`src/rtl/cpu_bus_target_pkg.sv`:
```
`default_nettype none
// ============================================================================
// Module   : cpu_bus_target_pkg
// Purpose  : Shared types and register map for CPU bus target peripherals.
// Revision : 1.0 - initial release
// ============================================================================
package cpu_bus_target_pkg;

    typedef enum logic [1:0] {
        ST_IDLE = 2'd0,
        ST_WAIT = 2'd1,
        ST_RESP = 2'd2
    } state_t;

    localparam logic [3:0] REG_ID       = 4'd0;
    localparam logic [3:0] REG_SCRATCH  = 4'd1;
    localparam logic [3:0] REG_CYCLES   = 4'd2;
    localparam logic [3:0] REG_XFERS    = 4'd3;
    localparam logic [3:0] REG_GP_FIRST = 4'd4;

    localparam int NUM_REGS = 16;

endpackage
`default_nettype wire

```
`src/rtl/cpu_bus_target_if.sv`:
```
`default_nettype none
// ============================================================================
// Module   : cpu_bus_target_if
// Purpose  : CPU external bus request/response bundle with master/slave views.
// Revision : 1.0 - initial release
// ============================================================================
interface cpu_bus_target_if;

    logic        i_bus_clk;
    logic        i_bus_we;
    logic [31:0] i_bus_addr;
    logic [31:0] i_bus_data;
    logic [31:0] o_bus_data;
    logic        o_bus_data_ready;
    logic        o_busy;

    modport master (
        output i_bus_clk, i_bus_we, i_bus_addr, i_bus_data,
        input  o_bus_data, o_bus_data_ready, o_busy
    );

    modport slave (
        input  i_bus_clk, i_bus_we, i_bus_addr, i_bus_data,
        output o_bus_data, o_bus_data_ready, o_busy
    );

endinterface
`default_nettype wire

```
`src/rtl/cpu_bus_target_bus_req_edge.sv`:
```
`default_nettype none
// ============================================================================
// Module   : bus_req_edge
// Purpose  : Request strobe history with rise/fall pulses for bus targets.
// Revision : 1.0 - initial release
// ============================================================================
module bus_req_edge (
    input  wire logic i_clk,
    input  wire logic i_rst_n,
    input  wire logic i_req,
    output logic      o_rise,
    output logic      o_fall
);

    logic r_req_q;
    logic r_armed;

    always_ff @(posedge i_clk or negedge i_rst_n) begin
        if (!i_rst_n) begin
            r_req_q <= 1'b0;
            r_armed <= 1'b0;
        end else begin
            r_req_q <= i_req;
            r_armed <= 1'b1;
        end
    end

    // Edges are masked for the first cycle after reset so a strobe already
    // high at release is not mistaken for a new request.
    assign o_rise = r_armed &  i_req & ~r_req_q;
    assign o_fall = r_armed & ~i_req &  r_req_q;

endmodule
`default_nettype wire

```
`src/rtl/cpu_bus_target.sv`:
```
`default_nettype none
// ============================================================================
// Module   : cpu_bus_target
// Purpose  : Memory-mapped CPU bus responder with ID/scratch/counter/GP regs.
// Revision : 1.0 - initial release
// ============================================================================
module cpu_bus_target
    import cpu_bus_target_pkg::*;
#(
    parameter logic [31:0] BASE_ADDR   = 32'h0001_0000,
    parameter int unsigned ADDR_LSB    = 0,
    parameter int unsigned WAIT_STATES = 2,
    parameter logic [31:0] ID_VALUE    = 32'h6583_2001
) (
    input  wire logic         i_cpu_clk,
    input  wire logic         i_rst_n,
    cpu_bus_target_if.slave   bus
);

    state_t      r_state;
    state_t      w_state_next;
    logic        w_rise;
    logic        w_fall_unused;
    logic        w_hit;
    logic        w_accept;
    logic        w_access;
    logic        w_wait_dec;
    logic        w_wr_en;
    logic [31:0] w_rd_val;

    logic        r_we;
    logic [3:0]  r_idx;
    logic [31:0] r_wdata;
    logic [3:0]  r_wait_cnt;
    logic [31:0] r_rdata;
    logic [31:0] r_cycles;
    logic [31:0] r_xfers;
    logic [31:0] r_regs [NUM_REGS];

    bus_req_edge u_edge (
        .i_clk   (i_cpu_clk),
        .i_rst_n (i_rst_n),
        .i_req   (bus.i_bus_clk),
        .o_rise  (w_rise),
        .o_fall  (w_fall_unused)
    );

    assign w_hit = (bus.i_bus_addr[31:ADDR_LSB+4] == BASE_ADDR[31:ADDR_LSB+4]);

    always_ff @(posedge i_cpu_clk or negedge i_rst_n) begin
        if (!i_rst_n) begin
            r_state <= ST_IDLE;
        end else begin
            r_state <= w_state_next;
        end
    end

    always_comb begin
        w_state_next = r_state;
        w_accept     = 1'b0;
        w_access     = 1'b0;
        w_wait_dec   = 1'b0;
        case (r_state)
            ST_IDLE: begin
                if (w_rise && w_hit) begin
                    w_accept     = 1'b1;
                    w_state_next = ST_WAIT;
                end
            end
            ST_WAIT: begin
                // A dropped strobe abandons the request before any side effect.
                if (!bus.i_bus_clk) begin
                    w_state_next = ST_IDLE;
                end else if (r_wait_cnt == 4'd0) begin
                    w_access     = 1'b1;
                    w_state_next = ST_RESP;
                end else begin
                    w_wait_dec   = 1'b1;
                end
            end
            ST_RESP: begin
                if (!bus.i_bus_clk) begin
                    w_state_next = ST_IDLE;
                end
            end
            default: w_state_next = ST_IDLE;
        endcase
    end

    assign bus.o_bus_data_ready = (r_state == ST_RESP);
    assign bus.o_busy           = (r_state != ST_IDLE);
    assign bus.o_bus_data       = r_rdata;

    always_comb begin
        w_rd_val = r_regs[r_idx];
        case (r_idx)
            REG_ID:     w_rd_val = ID_VALUE;
            REG_CYCLES: w_rd_val = r_cycles;
            REG_XFERS:  w_rd_val = r_xfers;
            default:    w_rd_val = r_regs[r_idx];
        endcase
    end

    assign w_wr_en = w_access & r_we &
                     ((r_idx == REG_SCRATCH) || (r_idx >= REG_GP_FIRST));

    always_ff @(posedge i_cpu_clk or negedge i_rst_n) begin
        if (!i_rst_n) begin
            r_we       <= 1'b0;
            r_idx      <= 4'd0;
            r_wdata    <= 32'd0;
            r_wait_cnt <= 4'd0;
            r_rdata    <= 32'd0;
            r_cycles   <= 32'd0;
            r_xfers    <= 32'd0;
            for (int i = 0; i < NUM_REGS; i++) begin
                r_regs[i] <= 32'd0;
            end
        end else begin
            r_cycles <= r_cycles + 32'd1;

            if (w_accept) begin
                r_we       <= bus.i_bus_we;
                r_idx      <= bus.i_bus_addr[ADDR_LSB+3:ADDR_LSB];
                r_wdata    <= bus.i_bus_data;
                r_wait_cnt <= 4'(WAIT_STATES);
            end else if (w_wait_dec) begin
                r_wait_cnt <= r_wait_cnt - 4'd1;
            end

            if (w_access) begin
                // Writing XFERS clears it outright instead of counting itself.
                if (r_we && (r_idx == REG_XFERS)) begin
                    r_xfers <= 32'd0;
                end else begin
                    r_xfers <= r_xfers + 32'd1;
                end
                if (!r_we) begin
                    r_rdata <= w_rd_val;
                end
            end

            if (w_wr_en) begin
                r_regs[r_idx] <= r_wdata;
            end
        end
    end

endmodule
`default_nettype wire

```
`src/flat_wrapper.sv`:
```
// flat-port wrapper written by rule: the top's interface ports become plain ports
module cpu_bus_target_flat import cpu_bus_target_pkg::*;
#(
    parameter logic [31:0] BASE_ADDR   = 32'h0001_0000,
    parameter int unsigned ADDR_LSB    = 0,
    parameter int unsigned WAIT_STATES = 2,
    parameter logic [31:0] ID_VALUE    = 32'h6583_2001
)
  (i_cpu_clk, i_rst_n, bus_i_bus_clk, bus_i_bus_we, bus_i_bus_addr, bus_i_bus_data, bus_o_bus_data, bus_o_bus_data_ready, bus_o_busy);
  cpu_bus_target_if bus_i ();
  input  wire logic i_cpu_clk;
  input  wire logic i_rst_n;
  input wire logic [$bits(bus_i.i_bus_clk)-1:0] bus_i_bus_clk;
  input wire logic [$bits(bus_i.i_bus_we)-1:0] bus_i_bus_we;
  input wire logic [$bits(bus_i.i_bus_addr)-1:0] bus_i_bus_addr;
  input wire logic [$bits(bus_i.i_bus_data)-1:0] bus_i_bus_data;
  output wire logic [$bits(bus_i.o_bus_data)-1:0] bus_o_bus_data;
  output wire logic [$bits(bus_i.o_bus_data_ready)-1:0] bus_o_bus_data_ready;
  output wire logic [$bits(bus_i.o_busy)-1:0] bus_o_busy;
  assign bus_i.i_bus_clk = bus_i_bus_clk;
  assign bus_i.i_bus_we = bus_i_bus_we;
  assign bus_i.i_bus_addr = bus_i_bus_addr;
  assign bus_i.i_bus_data = bus_i_bus_data;
  assign bus_o_bus_data = bus_i.o_bus_data;
  assign bus_o_bus_data_ready = bus_i.o_bus_data_ready;
  assign bus_o_busy = bus_i.o_busy;
  cpu_bus_target #(.BASE_ADDR(BASE_ADDR), .ADDR_LSB(ADDR_LSB), .WAIT_STATES(WAIT_STATES), .ID_VALUE(ID_VALUE)) u_core (.i_cpu_clk(i_cpu_clk), .i_rst_n(i_rst_n), .bus(bus_i));
endmodule
```
`config.mk`:
```
export PLATFORM = sky130hd
export DESIGN_NAME = cpu_bus_target_flat
export DESIGN_NICKNAME = d
export VERILOG_FILES = /design/src/rtl/cpu_bus_target_pkg.sv /design/src/rtl/cpu_bus_target_if.sv /design/src/rtl/cpu_bus_target_bus_req_edge.sv /design/src/rtl/cpu_bus_target.sv /design/src/flat_wrapper.sv
export SDC_FILE = /design/constraint.sdc
export NUM_CORES = 1
export LEC_CHECK = 0
export ABC_AREA = 1
export CAP_MARGIN = 20
export CORE_MARGIN = 10
export CORE_UTILIZATION = 40
export DETAILED_ROUTE_END_ITERATION = 12
export PLACE_DENSITY = 0.63
export REMOVE_ABC_BUFFERS = 1
export SKIP_LAST_GASP = 1
export SLEW_MARGIN = 10
export SYNTH_ARGS = -nofsm -noshare
export SYNTH_HDL_FRONTEND = slang
export SYNTH_HIERARCHICAL = 1
export SYNTH_SLANG_ARGS = --single-unit
```
`constraint.sdc`:
```
create_clock -name i_cpu_clk -period 2.13 [get_ports i_cpu_clk]
set_input_delay 0.213 -clock i_cpu_clk [delete_from_list [all_inputs] [get_ports i_cpu_clk]]
set_output_delay 0.213 -clock i_cpu_clk [all_outputs]
set_load 0.01 [all_outputs]
```
==> results.py <==
metrics = {
    "status": {
        "status": "finished, final reports clean",
    },
    "worst_hold_path": {
        "hp-class": "in -> async",
    },
    "die": {
        "placementRows": 95,
        "die_area_sq_mm": 0.07853,
        "die_w_um": 280.2,
        "die_h_um": 280.2,
        "io_pins": 102,
        "core_region_area_sq_mm": 0.06716,
        "start_util_pct": 40.33,
    },
    "route": {
        "wirelength_mm": 85.29,
        "drc": 0,
        "wl_per_cell_um": 18.20,
        "drt-initial-drc-count": 2023,
        "ant_nets": 0,
        "viasPerCell": 5.038,
        "drt-pass1-iter-count": 6,
        "vias": 23610,
    },
    "power_and_ir_drop": {
        "power_leakage_nw": 15.32,
        "cellPowerDensity_mw_per_mm2": 667.8,
        "finalPower_mw": 21.33,
        "peakVddDrop_uv": 640.5,
    },
    "setup_path": {
        "cp_common_cell": "nand2_1",
        "cp_slowest_cell": "dfrtp_1",
        "rr_startpoint": "u_core/r_wait_cnt[0]",
        "crit_path_max_fanout": 21,
        "cpPeakStageDelay_ps": 400,
        "arrival_ps": 2570,
        "r2r-end": "u_core/bus.o_bus_data[24]",
        "crit_buf_inv": 3,
        "required_ps": 2700,
        "cp_num_cells": 10,
        "path_cells": "inv_1 -> ha_1 -> nand2_1 -> nor2_4 -> buf_4 -> nand2_4 -> buf_12 -> a31oi_2 -> o21ai_0 -> nand2_1",
        "r2r_slack_ps": 130,
        "cp_top_family": "buffers and inverters",
        "endpoint_kind": "flip-flop",
        "reg2regPathDepth": 10,
        "critical_path_class": "reg -> reg",
        "startpoint_type": "flip-flop",
    },
    "cts": {
        "path_clk_slew_ps": 60,
        "cts_htree_levels": 2,
        "cts.sinks": 557,
        "cts-root-buf": "clkbuf_16",
        "clkLatencyLatePin_ps": 640,
        "cts.path.max_buffers": 3,
        "cts_tree": "done",
        "cts_buffers": 58,
        "post_cts_buffers": 0,
    },
    "synthesis": {
        "ys_warn_count": 6,
        "synth_area_sq_mm": 0.02709,
        "syn_inst": 3666,
        "syn_avg_cell_area_sq_um": 7.389,
    },
    "sta": {
        "relSlewSlack_pct": 45.49,
        "drv_slew": 0,
        "rsz0062_at_grt": "false",
        "hold_viol": 0,
        "period_share_pct": 94.01,
        "setup_viol": 0,
        "max_freq_mhz": 499.4,
        "min_period_ps": 2002,
        "skew_ps": 29.31,
        "tightest_slew_ps": 817.7,
    },
    "layout": {
        "num_antenna_cells": 0,
        "nNetsFinal": 3838,
        "drive_above_1_share_pct": 6.871,
        "fillers": 6597,
        "final_util_pct": 47.57,
        "syn2layout_area_growth_pct": 17.94,
    },
    "global_route": {
        "met1_usage_pct": 29.51,
        "grt_pass1_wl_mm": 134.2,
        "grt_overflow": 0,
        "track_usage_pct": 21.67,
        "globalRoute.busiestLayer": "met2",
        "grt_max_degree": 75,
        "met3_usage_pct": 2.835,
        "grt_util_met2_pct": 35.44,
        "first_global_vias": 22700,
        "antenna_found_initial": 0,
    },
    "flow_run": {
        "cap_violations": 0,
    },
    "placed_design": {
        "portBuffers": 101,
        "place_hpwl_mm": 54.14,
        "place_congestion": 0.9478,
    },
}
==> through the flow <==
stage               std cells  setup TNS (ps)  hold WS (ps)  worst slack [ps]  instance area [sq um]
detailed placement       4578           -2484         102.7            -257.9                  29960
global route             4686               0         59.85             8.638                  31950
finish                   4686               0         50.02             127.7                  31950
CTS                      4686          -12.67         28.94            -7.254                  31910
floorplan                3486        -2154850        -82.59             -4819                  26320
global placement         4578           -2545         103.1            -264.7                  29960
==> layout make-up <==
cell class	count	area [sq um]	area share, %
Multi-Input combinational cell	2552	11050	34.59
Clock buffer	78	1608	5.033
Inverter	377	1423	4.453
Sequential cell	557	13950	43.65
Tap cell	873	1092	3.419
Timing Repair Buffer	220	2516	7.876
Clock inverter	29	310.3	0.9713
==> what timing repair did <==
item / CTS / global route
hold buffers: 1 / 0
hold endpoints to repair: 399 / 0
endpoints found under the setup margin: 10 / 52
resized for setup: 7 / 11
==> per-layer routing <==
layer | vias up | part of all wire [%]
met3 | 141 | 5.9
met1 | 11170 | 45
li1 | 11610 | -
met5 | - | 0
met2 | 686 | 47
met4 | 0 | 2.7
==> worst max path at each step <==
stage	startpoint	to	slack, ps
after global routing	u_core/r_idx[0]	u_core/bus.o_bus_data[16]	9
after global placement	bus_i_bus_clk	u_core/bus.o_bus_data[24]	-260
final	u_core/r_wait_cnt[0]	u_core/bus.o_bus_data[24]	130
after detailed placement	bus_i_bus_clk	u_core/bus.o_bus_data[21]	-260
after CTS	u_core/r_wait_cnt[0]	u_core/bus.o_bus_data[19]	-7
after floorplan	u_core/r_idx[0]	u_core/r_regs[100]	-4820
==> sequential cells by signal, summed over array words and instances (netlist names) <==
register and flops:
u_core/bus.o_bus_data 32, u_core/r_wait_cnt 4, u_core/r_state 2, u_core/u_edge/r_req_q 1, u_core/r_idx 4, u_core/r_wdata 32
u_core/u_edge/r_armed 1, u_core/r_cycles 32, u_core/r_we 1, u_core/r_xfers 32, u_core/r_regs 416
==> layout by cell type (no fill, tap or decap), types with 13 or more instances in the layout <==
cell type / count
dfrtp_1: 555
buf_4: 69
inv_1: 369
clkinv_2: 15
clkdlybuf4s50_1: 98
nand2_1: 1609
buf_12: 47
nor3_1: 19
clkbuf_1: 13
o21ai_0: 210
a21oi_1: 60
nand4_1: 24
o21ai_1: 288
xor2_1: 19
nand3_1: 142
clkbuf_16: 59
nor2_1: 117
==> report_power, final <==
group | total, mW | internal [mW] | switching (mW)
Clock | 10.3 | 5.92 | 4.42
Sequential | 10.6 | 10.6 | 0.000404
Combinational | 0.416 | 0.159 | 0.257
Note: power is estimated with default switching activity, not from simulation.
